## src/rtl/encoder_rr.sv

```systemverilog
// encoder_rr: round-robin multi-hot to binary index encoder with registered valid/ready output and one-hot grant ack
// Optional strict one-hot error flag is built when ENCODER_ONEHOT_CHK_EN is defined
module encoder_rr #(
    parameter int NUM_ENTRY     = 8,
    parameter int LOG_NUM_ENTRY = 3
) (
    input  logic                     clock,
    input  logic                     reset,
    input  logic [NUM_ENTRY-1:0]     I_Req,
    input  logic                     I_Rdy,
    output logic [LOG_NUM_ENTRY-1:0] O_Val,
    output logic                     O_Valid,
    output logic [NUM_ENTRY-1:0]     O_Grt,
    output logic                     O_Err
);
    typedef enum logic {IDLE = 1'b0, HOLD = 1'b1} state_t;
    state_t                   r_state, w_next;
    logic [LOG_NUM_ENTRY-1:0] r_val, r_ptr, w_sel, w_ptr_nxt;
    logic [NUM_ENTRY-1:0]     r_grt, w_elig;
    logic                     w_cap;
    assign w_elig    = I_Req & ~r_grt;
    assign w_cap     = (|w_elig) & (~O_Valid | I_Rdy);
    assign w_ptr_nxt = (w_sel == LOG_NUM_ENTRY'(NUM_ENTRY - 1)) ? '0 : w_sel + 1'b1;
    assign O_Val     = r_val;
    assign O_Grt     = r_grt;
    // rotated search from r_ptr; scanning offsets downward lets the smallest offset win
    always_comb begin
        w_sel = '0;
        for (int k = NUM_ENTRY - 1; k >= 0; k--)
            if (w_elig[(int'(r_ptr) + k) % NUM_ENTRY]) w_sel = LOG_NUM_ENTRY'((int'(r_ptr) + k) % NUM_ENTRY);
    end
    // FSM state register
    always_ff @(posedge clock)
        if (reset) r_state <= IDLE;
        else r_state <= w_next;
    // FSM next state: leave HOLD only when the result is taken with nothing left to load
    always_comb begin
        w_next = r_state;
        if (r_state == IDLE) w_next = w_cap ? HOLD : IDLE;
        else w_next = (I_Rdy && !(|w_elig)) ? IDLE : HOLD;
    end
    // FSM output: valid mirrors the HOLD state
    always_comb O_Valid = (r_state == HOLD);
    // datapath: load index, advance pointer and pulse the ack on capture
    always_ff @(posedge clock)
        if (reset) begin
            r_val <= '0;
            r_ptr <= '0;
            r_grt <= '0;
        end else if (w_cap) begin
            r_val <= w_sel;
            r_ptr <= w_ptr_nxt;
            r_grt <= NUM_ENTRY'(1) << w_sel;
        end else begin
            r_grt <= '0;
        end
`ifdef ENCODER_ONEHOT_CHK_EN
    logic r_err;
    // sticky flag for a capture that saw more than one eligible request
    always_ff @(posedge clock)
        if (reset) r_err <= 1'b0;
        else if (w_cap && $countones(w_elig) > 1) r_err <= 1'b1;
    assign O_Err = r_err;
`else
    assign O_Err = 1'b0;
`endif
endmodule

```

## config.mk

```make
export PLATFORM = sky130hd
export DESIGN_NAME = encoder_rr
export DESIGN_NICKNAME = d
export VERILOG_FILES = /design/src/rtl/encoder_rr.sv
export SDC_FILE = /design/constraint.sdc
export NUM_CORES = 1
export LEC_CHECK = 0
export ABC_AREA = 1
export CAP_MARGIN = 25
export CORE_ASPECT_RATIO = 1.1
export CORE_UTILIZATION = 52
export DETAILED_ROUTE_END_ITERATION = 8
export GPL_ROUTABILITY_DRIVEN = 0
export PLACE_DENSITY = 0.9
export SLEW_MARGIN = 15
export SYNTH_ARGS = -nofsm -noshare
export SYNTH_HDL_FRONTEND = slang
export SYNTH_SLANG_ARGS = --single-unit
```

## constraint.sdc

```tcl
create_clock -name clock -period 2.9 [get_ports clock]
set_input_delay 0.58 -clock clock [delete_from_list [all_inputs] [get_ports clock]]
set_output_delay 0.58 -clock clock [all_outputs]
set_load 0.03 [all_outputs]
```

==> flow_summary_export.csv <==
group,metric,value,unit
synth,synth_fp_nets,227,
synth,yosys.area.top_type,"dfxtp_1",
place,post-dp-hpwl,2731,um
synth,async_reset_ff_share,0,%
synth,yosysMostFrequentCell,"nand2_1",
sta,setup_tns,0,ns
sta,finalHoldViolations,0,
clocking,cts.sinks,15,
synth,synthCells,209,
sta,drv_slew,0,
sta,fin_ws,0.2340,ns
critical_path,critPathRequiredTime,3.08,ns
critical_path,crit_path_end_kind,"register",
critical_path,critPathArrivalTime,2.84,ns
synth,synth.distinct_cells,23,
critical_path,worst-path-buf-inv,3,
hold_path,hp-class,"reg2reg",
clocking,h-tree-depth,1,
power,p_clk_share,5.1,%
route,vias_per_cell,5.202,
critical_path,cp_top_family,"simple AND/OR/NAND/NOR gates",
clocking,holdBufCountCts,0,
synth,netlist_top_cells_area,"dfxtp_1 (22%), nand3_1 (12%), nand3_2 (12%), nand2_1 (11%), inv_1 (10%)",
floorplan,die_x,50.81,um
synth,synth.avg_cell_area,6.519,um2
synth,synth_top_area_share,22.04,%
power,p_sw,1307,uW
floorplan,pin_count,24,
critical_path,crit_type,"in2reg",
synth,synthAdderAreaFrac,6.428,%
layout,drive_gt1_share,21.99,%
power,peakVddDrop,1.196,mV
sta,hold_slack,0.4838,ns
critical_path,cp_max_fo,3,
synth,ys_warn_count,0,
route,met2_wirelength,1742,um
clocking,clk_path_buf_depth,2,
synth,ys_top_cells_by_count,"nand2_1 (39), inv_1 (37), nand3_1 (33)",
layout,area_growth,24.61,%
floorplan,start_util,54.59,%
power,p_per_area,1385,mW/mm2
sta,clock_skew,0.005975,ns
clocking,path_clk_slew,0.08,ns
place,place_worst_setup_slack,-0.1340,ns
route,drc_errors,0,
critical_path,crit_slowest_cell,"clkdlybuf4s50_1",
power,combinationalPowerShare,80.7,%
clocking,cts_tree,"built",
sta,fin_crit_sh,91.93,%
route,vias,1415,
sta,setup_violations,0,
layout,fin_nets,260,
route,routed_wl,3391,um
synth,synth-compound-area-share,7.163,%
route,wl_per_cell,12.47,um
global_route,antenna_found_initial,0,
power,cellInternalPower,1045,uW
critical_path,crit_chain,"clkdlybuf4s50_1, inv_1, nor2_1, nand2_1, nand3_2, nand3_2, nand2_2, inv_2, nand2_2, o21ai_1, nand2_1, nand2_1, nand2_1, nand2_1, nand2_1, nand2_2, ha_1, ha_1, o21ai_1, a21oi_1",
global_route,first_global_vias,1384,
route,drt_iter0_markers,64,
status,outcome,"finished clean",
power,pwr-share-seq,14.2,%
synth,synthSimpleGateAreaFrac,44.81,%
synth,synth_edf_count,0,
floorplan,dieArea,0.002829,mm2
route,met1Wirelength,1424,um
synth,syn_area,0.001363,mm2
global_route,grt_pass1_wl,5582,um
power,power.leakage,0.0008565,uW
global_route,track_usage,25.59,%
power,switching_share,55.57,%
critical_path,start_kind,"primary input",
synth,synth_top_family_by_area,"simple AND/OR/NAND/NOR gates",
route,drt.antenna.violating_nets,0,
sta,layout_min_cycle_time,2.666,ns
layout,fillCellCount,193,
run,maxCapViolations,0,
route,dr_wl_met3,139,um
route,top_layer_used,"met4",
global_route,gr-total-overflow,0,
clocking,cts_buffers,3,
synth,yosys_register_bits,15,
clocking,clock-root-buffer,"clkbuf_4",
critical_path,path_common_cell,"nand2_1",
layout,antenna_cells,0,
place,port_buffers,22,
critical_path,ff2ff_setup_slack,0.24,ns
synth,synth-main-ff-cell,"dfxtp_1",
sta,rsz0062_at_grt,"false",
clocking,clkLatencyLatePin,0.29,ns
synth,synth_xor_xnor_area_share,4.408,%
critical_path,cpPeakStageDelay,0.49,ns
synth,synth.area.mux_share,0,%
route,drtPass1Iterations,5,
floorplan,rows,19,
floorplan,die_height,55.69,um
synth,yosysSeqAreaShare,22.04,%
global_route,grt_max_degree,13,
sta,max_freq,0.3751,GHz
floorplan,core,0.002496,mm2
[routing by layer]
metal  up-vias  track usage, %
met3         9           4.372
li1        720               -
met1       641           27.07
met5         -               0
met4         0           11.90
met2        45           47.62
[final timing paths]
check / startpoint / depth (start not counted) / end
setup / recovery: I_Req[6] / 20 / r_ptr[2]
setup reg to reg: r_ptr[0] / 18 / r_ptr[2]
hold / removal: O_Val[2] / 2 / O_Val[2]
hold reg to reg: O_Val[2] / 2 / O_Val[2]
[tightest hold or removal path, cell delays in order, from the launching register on]
cell and delay [ns]:
dfxtp_1 0.32, nand3_1 0.08, nand2_1 0.05
[cells by family after synthesis]
family | count (synthesis)
other cells | 1
buf+inv | 48
compound gates | 16
flops | 15
fa+ha+maj | 7
xor+xnor | 3
simple gates | 119
[timing repair]
action / CTS / global route
endpoints found under the setup margin: 0 / 2
gates resized for setup: 0 / 6
setup buffers: 0 / 0
hold endpoints to repair: 0 / 0
[sequential cells by signal, indices dropped and copies added, names as in the netlist]
register and count:
O_Val 3, O_Valid 1, O_Grt 8, r_ptr 3
[cell type report]
class | instances | area [um2] | area share [%]
Tap cell | 31 | 38.79 | 2.284
Inverter | 44 | 167.7 | 9.875
Timing Repair Buffer | 32 | 295.3 | 17.39
Clock buffer | 4 | 26.28 | 1.548
Multi-Input combinational cell | 146 | 869.6 | 51.22
Sequential cell | 15 | 300.3 | 17.69
[layout by cell type (no fill, tap or decap)]
cell type	n
clkdlybuf4s50_1	22
a2111oi_2	1
nand3_1	33
xor2_2	1
nand2_2	9
conb_1	1
clkbuf_4	3
a21oi_1	9
a21oi_2	1
nor2_1	21
inv_4	1
ha_2	1
o21ai_0	2
xnor2_2	1
o21ai_1	2
ha_1	6
inv_2	6
buf_4	10
nand2_1	37
xnor2_4	1
dfxtp_1	15
nor2_2	1
nand3_2	16
o21ai_2	1
clkbuf_1	1
nor4_1	1
inv_1	37
nand4_1	1
[stage by stage]
step	utilization, %	power [uW]	instance area [um2]	instances
after global placement	66.47	2108	1659	268
after global routing	68.02	2606	1698	272
after CTS	67.52	2309	1685	272
after floorplan	-	1696	1363	209
final	68.02	2351	1698	272
after detailed placement	66.47	2179	1659	268
[power groups by stage]
stage,Clock (uW),Sequential [uW],Combinational (uW)
3_5_place_dp,0,333,1850
4_1_cts,119,329,1860
5_1_grt,135,339,2130
6_report,119,334,1900
3_3_place_gp,0,329,1780
2_1_floorplan,0,398,1300
Note: power is estimated with default switching activity, not from simulation.
